**config.mk**
```make
export PLATFORM = sky130hd
export DESIGN_NAME = display_input_loader_flat
export DESIGN_NICKNAME = d
export VERILOG_FILES = /design/src/rtl/display_input_loader_if.sv /design/src/rtl/display_input_loader.sv /design/src/flat_wrapper.sv
export SDC_FILE = /design/constraint.sdc
export NUM_CORES = 1
export LEC_CHECK = 0
export BUFFER_PORTS_ARGS = -buffer_cell sky130_fd_sc_hd__buf_2
export CORE_MARGIN = 4
export CORE_UTILIZATION = 40
export CTS_CLUSTER_SIZE = 14
export DETAILED_ROUTE_END_ITERATION = 10
export GPL_TIMING_DRIVEN = 0
export PLACE_DENSITY = 0.67
export REMOVE_ABC_BUFFERS = 1
export SKIP_LAST_GASP = 1
export SYNTH_ARGS = -nofsm -noshare
export SYNTH_HDL_FRONTEND = slang
export SYNTH_SLANG_ARGS = --single-unit
```
**constraint.sdc**
```tcl
create_clock -name clk -period 4.6 [get_ports clk]
set_input_delay 0.69 -clock clk [delete_from_list [all_inputs] [get_ports clk]]
set_output_delay 0.69 -clock clk [all_outputs]
set_load 0.02 [all_outputs]
```
**src/rtl/display_input_loader_if.sv**
```systemverilog
// Switch/button inputs and display-side outputs of the display input loader.
interface display_input_loader_if;
  localparam int unsigned DATA_W = 16;

  logic [DATA_W-1:0] sw;
  logic              btn_load;
  logic              btn_clear;
  logic [DATA_W-1:0] Datos;
  logic              write;
  logic              res;
  logic              busy;

  modport master (
    output sw, btn_load, btn_clear,
    input  Datos, write, res, busy
  );

  modport slave (
    input  sw, btn_load, btn_clear,
    output Datos, write, res, busy
  );
endinterface

```
**src/rtl/display_input_loader.sv**
```systemverilog
// Synchronizes/debounces switches and load/clear buttons, captures the switch word and
// emits stretched write/res levels for the display. Optional macro: AUTO_REPEAT_EN.
module display_input_loader #(
  parameter int unsigned DEB_CYCLES     = 1000000,
  parameter int unsigned STRETCH_CYCLES = 500000,
  parameter int unsigned REPEAT_CYCLES  = 50000000
) (
  input logic                   clk,
  input logic                   rstn,
  display_input_loader_if.slave bus
);
  localparam int unsigned DATA_W = 16;
  localparam int unsigned DEB_W  = $clog2(DEB_CYCLES);
  localparam int unsigned STR_W  = (STRETCH_CYCLES > 1) ? $clog2(STRETCH_CYCLES) : 1;

  if (DEB_CYCLES < 2 || STRETCH_CYCLES < 1 || REPEAT_CYCLES < 1) begin : g_param_check
    $error("display_input_loader: illegal parameter value");
  end

  typedef enum logic [1:0] {IDLE, LOAD, CLEAR, WAIT_REL} state_t;

  // Bit 0 is load, bit 1 is clear throughout.
  logic [DATA_W-1:0]       sw_s1, sw_s2;
  logic [1:0]              btn_s1, btn_s2, btn_deb, btn_deb_q, btn_rise;
  logic [1:0][DEB_W-1:0]   deb_cnt;

  state_t            state, state_nx;
  logic [STR_W-1:0]  str_cnt, str_cnt_nx;
  logic [DATA_W-1:0] datos_q, datos_nx;
  logic              write_q, res_q, busy_q;

  // Input synchronizers and per-button debounce counters
  always_ff @(posedge clk or negedge rstn) begin
    if (!rstn) begin
      sw_s1     <= '0;
      sw_s2     <= '0;
      btn_s1    <= '0;
      btn_s2    <= '0;
      btn_deb   <= '0;
      btn_deb_q <= '0;
      deb_cnt   <= '0;
    end else begin
      sw_s1     <= bus.sw;
      sw_s2     <= sw_s1;
      btn_s1    <= {bus.btn_clear, bus.btn_load};
      btn_s2    <= btn_s1;
      btn_deb_q <= btn_deb;
      for (int i = 0; i < 2; i++) begin
        if (btn_s2[i] == btn_deb[i]) begin
          deb_cnt[i] <= '0;
        end else if (deb_cnt[i] == DEB_W'(DEB_CYCLES - 1)) begin
          btn_deb[i] <= ~btn_deb[i];
          deb_cnt[i] <= '0;
        end else begin
          deb_cnt[i] <= deb_cnt[i] + 1'b1;
        end
      end
    end
  end

  assign btn_rise = btn_deb & ~btn_deb_q;

`ifdef AUTO_REPEAT_EN
  localparam int unsigned REP_W = (REPEAT_CYCLES > 1) ? $clog2(REPEAT_CYCLES) : 1;
  logic [REP_W-1:0] rep_cnt, rep_cnt_nx;
  logic             rep_armed, rep_armed_nx;
`endif

  always_comb begin
    state_nx   = state;
    str_cnt_nx = str_cnt;
    datos_nx   = datos_q;
`ifdef AUTO_REPEAT_EN
    rep_cnt_nx   = '0;
    rep_armed_nx = rep_armed;
`endif
    case (state)
      IDLE: begin
        if (btn_rise[1]) begin
          state_nx = CLEAR;
          datos_nx = '0;
        end else if (btn_rise[0]) begin
          state_nx = LOAD;
          datos_nx = sw_s2;
        end
      end
      LOAD, CLEAR: begin
        if (str_cnt == STR_W'(STRETCH_CYCLES - 1)) begin
          state_nx   = WAIT_REL;
          str_cnt_nx = '0;
        end else begin
          str_cnt_nx = str_cnt + 1'b1;
        end
      end
      WAIT_REL: begin
        if (btn_deb == 2'b00) begin
          state_nx = IDLE;
        end
`ifdef AUTO_REPEAT_EN
        // Only a held load re-fires; a wait entered from CLEAR is never armed.
        else if (rep_armed && btn_deb[0]) begin
          if (rep_cnt == REP_W'(REPEAT_CYCLES - 1)) begin
            state_nx = LOAD;
            datos_nx = sw_s2;
          end else begin
            rep_cnt_nx = rep_cnt + 1'b1;
          end
        end
`endif
      end
      default: state_nx = IDLE;
    endcase
`ifdef AUTO_REPEAT_EN
    if (state_nx == LOAD) begin
      rep_armed_nx = 1'b1;
    end else if (state_nx == CLEAR) begin
      rep_armed_nx = 1'b0;
    end
`endif
  end

  // State and registered outputs, aligned with the state they decode
  always_ff @(posedge clk or negedge rstn) begin
    if (!rstn) begin
      state   <= IDLE;
      str_cnt <= '0;
      datos_q <= '0;
      write_q <= 1'b0;
      res_q   <= 1'b0;
      busy_q  <= 1'b0;
    end else begin
      state   <= state_nx;
      str_cnt <= str_cnt_nx;
      datos_q <= datos_nx;
      write_q <= (state_nx == LOAD);
      res_q   <= (state_nx == CLEAR);
      busy_q  <= (state_nx != IDLE);
    end
  end

`ifdef AUTO_REPEAT_EN
  always_ff @(posedge clk or negedge rstn) begin
    if (!rstn) begin
      rep_cnt   <= '0;
      rep_armed <= 1'b0;
    end else begin
      rep_cnt   <= rep_cnt_nx;
      rep_armed <= rep_armed_nx;
    end
  end
`endif

  assign bus.Datos = datos_q;
  assign bus.write = write_q;
  assign bus.res   = res_q;
  assign bus.busy  = busy_q;

endmodule

```
**src/flat_wrapper.sv**
```systemverilog
// flat-port wrapper written by rule: the top's interface ports become plain ports
module display_input_loader_flat 
#(
  parameter int unsigned DEB_CYCLES     = 1000000,
  parameter int unsigned STRETCH_CYCLES = 500000,
  parameter int unsigned REPEAT_CYCLES  = 50000000
)
  (clk, rstn, bus_sw, bus_btn_load, bus_btn_clear, bus_Datos, bus_write, bus_res, bus_busy);
  display_input_loader_if bus_i ();
  input logic clk;
  input logic rstn;
  input wire logic [$bits(bus_i.sw)-1:0] bus_sw;
  input wire logic [$bits(bus_i.btn_load)-1:0] bus_btn_load;
  input wire logic [$bits(bus_i.btn_clear)-1:0] bus_btn_clear;
  output wire logic [$bits(bus_i.Datos)-1:0] bus_Datos;
  output wire logic [$bits(bus_i.write)-1:0] bus_write;
  output wire logic [$bits(bus_i.res)-1:0] bus_res;
  output wire logic [$bits(bus_i.busy)-1:0] bus_busy;
  assign bus_i.sw = bus_sw;
  assign bus_i.btn_load = bus_btn_load;
  assign bus_i.btn_clear = bus_btn_clear;
  assign bus_Datos = bus_i.Datos;
  assign bus_write = bus_i.write;
  assign bus_res = bus_i.res;
  assign bus_busy = bus_i.busy;
  display_input_loader #(.DEB_CYCLES(DEB_CYCLES), .STRETCH_CYCLES(STRETCH_CYCLES), .REPEAT_CYCLES(REPEAT_CYCLES)) u_core (.clk(clk), .rstn(rstn), .bus(bus_i));
endmodule
```
# Word-level counts from Yosys, hierarchy flattened
# Cells that the tools add are included.
# W data, S select, Z words.
dict set report totals {
  ff_bits 120
  latchBits 0
  mem_bits_rw 0
  mem_bits_ro 0
  inputBits 20
  out_inout_bits 19
  word_cells 54
  mem_count 0
}
dict set report op_classes {
  addsub 3
  n_mul 0
  div_mod_pow 0
  magnitude_cmp 0
  eq_ne 10
  shifts 0
  n_mux 12
  bitwise 6
  reduce_logical 8
}
# operator count
set op_table {}
lappend op_table {{$mux W20} 4}
lappend op_table {{$add A20 B1 Y20 const B} 2}
lappend op_table {{$eq A20 B20 Y1 const B} 2}
lappend op_table {{$mux W16} 2}
lappend op_table {{$add A19 B1 Y19 const B} 1}
lappend op_table {{$eq A19 B19 Y1 const B} 1}
lappend op_table {{$mux W19} 1}
lappend op_table {{$mux W2} 4}
lappend op_table {{$eq A2 B2 Y1 const B} 3}
lappend op_table {{$pmux W2 S3} 1}
lappend op_table {{$reduce_and A2 Y1} 3}
lappend op_table {{$eq A2 B1 Y1 const B} 2}
lappend op_table {{$logic_not A2 Y1} 2}
lappend op_table {{$not A1 Y1} 4}
lappend op_table {{$reduce_bool A2 Y1} 2}
lappend op_table {{$and A2 B2 Y2} 1}
lappend op_table {{$eq A1 B1 Y1} 2}
lappend op_table {{$not A2 Y2} 1}
lappend op_table {{$reduce_or A2 Y1} 1}

# Depth between registers and ports, before layout
dict set report logic_depth {
  word_depth 6
  depth_mapped 7
  mapped_depth_nobuf 6
}

# Least setup slack after synthesis
# Ideal clock, no wire load.
dict set report synth_timing {
  kind {reg-to-reg}
  start {register u_core.state[0]}
  end {register u_core.str_cnt[18]}
  setup_ns 0.123
  t_arrival_ns 1.732
  t_required_ns 4.477
  setup_slack_ns 2.745
  path_stages_with_launch 8
  n_path_buf 1
  period_less_slack_ns 1.855
  cell_sequence {dfrtp_1 -> inv_1 -> ha_1 -> buf_2 -> nand4_1 -> nor4_1 -> a2bb2o_1 -> mux2i_1}
}
dict set report synth_between {
  elab_chain_len 2
  word_cells_on_any_way 3
  classes_between {2 x eq/ne; 1 x reduce/logical}
}
# element line
set synth_rtl {}
lappend synth_rtl {{start: declaration} display_input_loader.sv:27} ;# state_t state, state_nx;
lappend synth_rtl {{start signal: assignment} display_input_loader.sv:132} ;# state <= state_nx;
lappend synth_rtl {{$eq A2 B1 Y1 / $eq A2 B2 Y1 (equally long branches)} display_input_loader.sv:77} ;# case (state)
lappend synth_rtl {{$reduce_or A2 Y1 *} display_input_loader.sv:77}
lappend synth_rtl {{end signal: assignment} display_input_loader.sv:133} ;# str_cnt <= str_cnt_nx;
lappend synth_rtl {{end: declaration} display_input_loader.sv:28} ;# logic [STR_W-1:0] str_cnt, str_cnt_nx;
# Every way passes the cells marked *; elsewhere a longest branch is shown, timed or not.
# A chain may end at the register's enable or synchronous reset.

# Worst setup path after layout
# Same ends and word-level chain as after synthesis.

==> flow_summary.json <==
{
  "status": "finished clean",
  "p_leak_nw": 2.69,
  "syn_area_mm2": 0.00497,
  "vias_per_cell": 4.98,
  "root_buffer": "clkbuf_16",
  "h-tree-depth": 4,
  "ant_nets": 0,
  "nets": 526,
  "worstReg2RegStart": "u_core.state[0]",
  "finalNonFillerCells": 681,
  "die_h_um": 120,
  "ioPinCount": 39,
  "r2r-end": "u_core.str_cnt[18]",
  "dieArea_mm2": 0.0143,
  "final_cell_mix": "120 x dfrtp_1, 47 x nand2_1, 44 x nor2_1, 37 x buf_2, 32 x xnor2_1",
  "clkSlewWorstSetupHoldPaths_ns": 0.06,
  "yosysSeqAreaShare_pct": 60.4,
  "vias": 3394,
  "path_buf_inv": 1,
  "layout_commonest_cell": "dfrtp_1",
  "synthFlopType": "dfrtp_1",
  "synth_edf_count": 0,
  "ys_ff_latch": 120,
  "final_area_mm2": 0.00597,
  "cts_resized": 0,
  "layout-drive-gt1-share_pct": 17.2,
  "yosys_warnings": 0,
  "hold_class": "input pin to async pin",
  "wl_um": 8990,
  "setup_tns_ns": 0,
  "drv_cap": 0,
  "area_growth_pct": 20.1,
  "clkLatencyLatePin_ns": 0.41,
  "crit_path_max_fanout": 8,
  "critPathTopFamily": "simple AND/OR/NAND/NOR gates",
  "synth_cell_types": 46,
  "worstPathCellList": "inv_1, ha_1, nand4_1, nor4_1, a2bb2o_1, mux2i_1",
  "intPower_mw": 1.86,
  "num_rows": 40,
  "avgSynthCellArea_um2": 11.1,
  "setup_ws_ns": 2.32,
  "cp.required_ns": 4.89,
  "clockBufferDepth": 2,
  "ir_drop_mv": 0.250,
  "r2r_setup_slack_ns": 2.32,
  "cts_tree": "done",
  "p_switching_uw": 558,
  "antenna_found_initial": 0,
  "grt_pass1_vias": 3496,
  "chipWidth_um": 120,
  "dr.pass1.iters": 4,
  "post_cts_buffers": 0,
  "startpoint": "u_core.state[0]",
  "drtIter0Drc": 142,
  "seq_power_share_pct": 45.0,
  "cts_inserted_buffers": 17,
  "core_area_mm2": 0.0121,
  "critical_path_class": "flip-flop to flip-flop",
  "p_sw_share_pct": 23.1,
  "hpwl_um": 5970,
  "dpl_cell_area_mm2": 0.00538,
  "fillers": 1107,
  "crit_path_end_kind": "flip-flop",
  "start_util_pct": 41.1,
  "fin_crit_sh_pct": 49.5,
  "cts-hold-fix-buffers": 0,
  "setup_viol": 0,
  "routedWlPerCell_um": 13.2,
  "finalHoldViolCount": 0,
  "slew_viol_final": 0,
  "finalCriticalPeriod_ns": 2.28,
  "clkPwrFrac_pct": 53.1,
  "io_buffers": 38,
  "critPathArrivalTime_ns": 2.56,
  "worst_path_max_delay_cell": "nor4_1",
  "worst_pin_slew_ns": 1.22,
  "diodes": 0,
  "track_usage_pct": 13.7,
  "grt-ovfl-total": 0,
  "async_reset_ff_share_pct": 100,
  "slew_headroom_pct": 18.4,
  "netlist_instances": 450,
  "rsz0062_at_grt": "no",
  "r2r.worst_path.cells": 6,
  "clock-sinks": 120,
  "place_ws_ns": 2.20,
  "skew_ns": 0.00916,
  "combPwrFrac_pct": 2.0,
  "grt_max_degree": 77,
  "drcViolationCount": 0,
  "place.gp.congestion": 0.881,
  "start_kind": "flip-flop",
  "power.density_mw_per_mm2": 404,
  "grt_pass1_wl_um": 15900,
  "placedCellCount": 648,
  "p_total_mw": 2.41,
  "max_freq_mhz": 439,
  "critPathMaxStageDelay_ns": 0.63
}
==> metrics by stage <==
stage,util [%],hold WS (ns)
floorplan,-,0.331
global placement,44.0,0.333
detailed placement,44.4,0.335
CTS,49.2,0.204
global route,49.3,0.215
finish,49.3,0.197
==> kinds of logic (layout without fill, tap and decap cells) <==
kind of cell	count (synthesis)	in the layout	synth area share [%]
XOR/XNOR	45	45	7.92
buffers and inverters	25	88	1.96
AO/OA/AOI/OAI	49	49	6.01
adder cells (fa/ha/maj)	6	6	1.51
flip-flops	120	120	60.4
AND/OR/NAND/NOR	201	201	21.4
multiplexers	4	4	0.855
==> cells in the mapped netlist, types with 2 or more instances <==
cell	instances	area, um2
inv_1	15	56.3
o31ai_1	3	22.5
nor4_1	11	68.8
dfrtp_1	120	3000
clkbuf_1	7	26.3
or2_2	3	18.8
a31o_2	2	17.5
or3_1	7	43.8
a21oi_1	8	40.0
mux2i_1	2	20.0
nand4_4	2	42.5
mux2_2	2	22.5
nor4bb_1	3	30.0
or4_1	3	22.5
nor3_1	14	70.1
ha_1	6	75.1
buf_2	3	15.0
and3_1	8	50.1
nor4b_1	3	26.3
xnor2_1	32	280
nor2_1	44	165
o21ai_0	24	120
and2_1	7	43.8
o22ai_1	2	12.5
nand3_1	19	95.1
xor2_1	13	114
nand2_1	47	176
nor2b_1	2	12.5
nand2b_1	4	25.0
nand4_1	18	113
==> worst max-delay path by stage <==
stage,end,cells after the start
after global placement,u_core.bus.Datos[12],3
final,u_core.str_cnt[18],6
after detailed placement,u_core.deb_cnt[2],5
after floorplan,u_core.bus.Datos[0],3
after global routing,u_core.deb_cnt[27],5
after CTS,u_core.deb_cnt[6],5
==> sequential cells by signal, indices dropped and copies added, names as in the netlist <==
register / cells
u_core.deb_cnt: 40
u_core.str_cnt: 19
u_core.bus.Datos: 16
u_core.sw_s1: 16
u_core.sw_s2: 16
u_core.btn_deb: 2
u_core.btn_deb_q: 2
u_core.btn_s1: 2
u_core.btn_s2: 2
u_core.state: 2
u_core.bus.busy: 1
u_core.bus.res: 1
u_core.bus.write: 1
==> worst reg2reg max path, stage by stage (launching register included) <==
cell and delay [ns]:
dfrtp_1 0.41, inv_1 0.10, ha_1 0.45, nand4_1 0.26, nor4_1 0.63, a2bb2o_1 0.24, mux2i_1 0.06
==> power groups by stage <==
stage | clock network (mW) | logic [mW] | registers [mW]
finish | 1.28 | 0.0478 | 1.09
global placement | 0 | 0.0445 | 1.10
detailed placement | 0 | 0.0494 | 1.10
CTS | 1.32 | 0.0497 | 1.09
floorplan | 0 | 0.0130 | 1.10
global route | 1.37 | 0.0565 | 1.09
==> cell type report <==
class	instances	area (um2)	area share, %
multi-input cells	305	1880	31.4
clock buffers	17	425	7.12
repair buffers	41	243	4.06
clock inverters	15	158	2.64
well taps	168	210	3.52
flip-flops and latches	120	3000	50.3
inverters	15	56.3	0.943
==> per-layer routing <==
metal  global-route usage, %  up-vias  share of wire [%]
met2                    21.5       61                 48
met5                       0        -                  0
li1                        -     1663                  -
met3                    5.28       14                4.4
met4                    4.94        0                1.5
met1                    17.2     1656                 46
(Power assumes the default switching activity.)
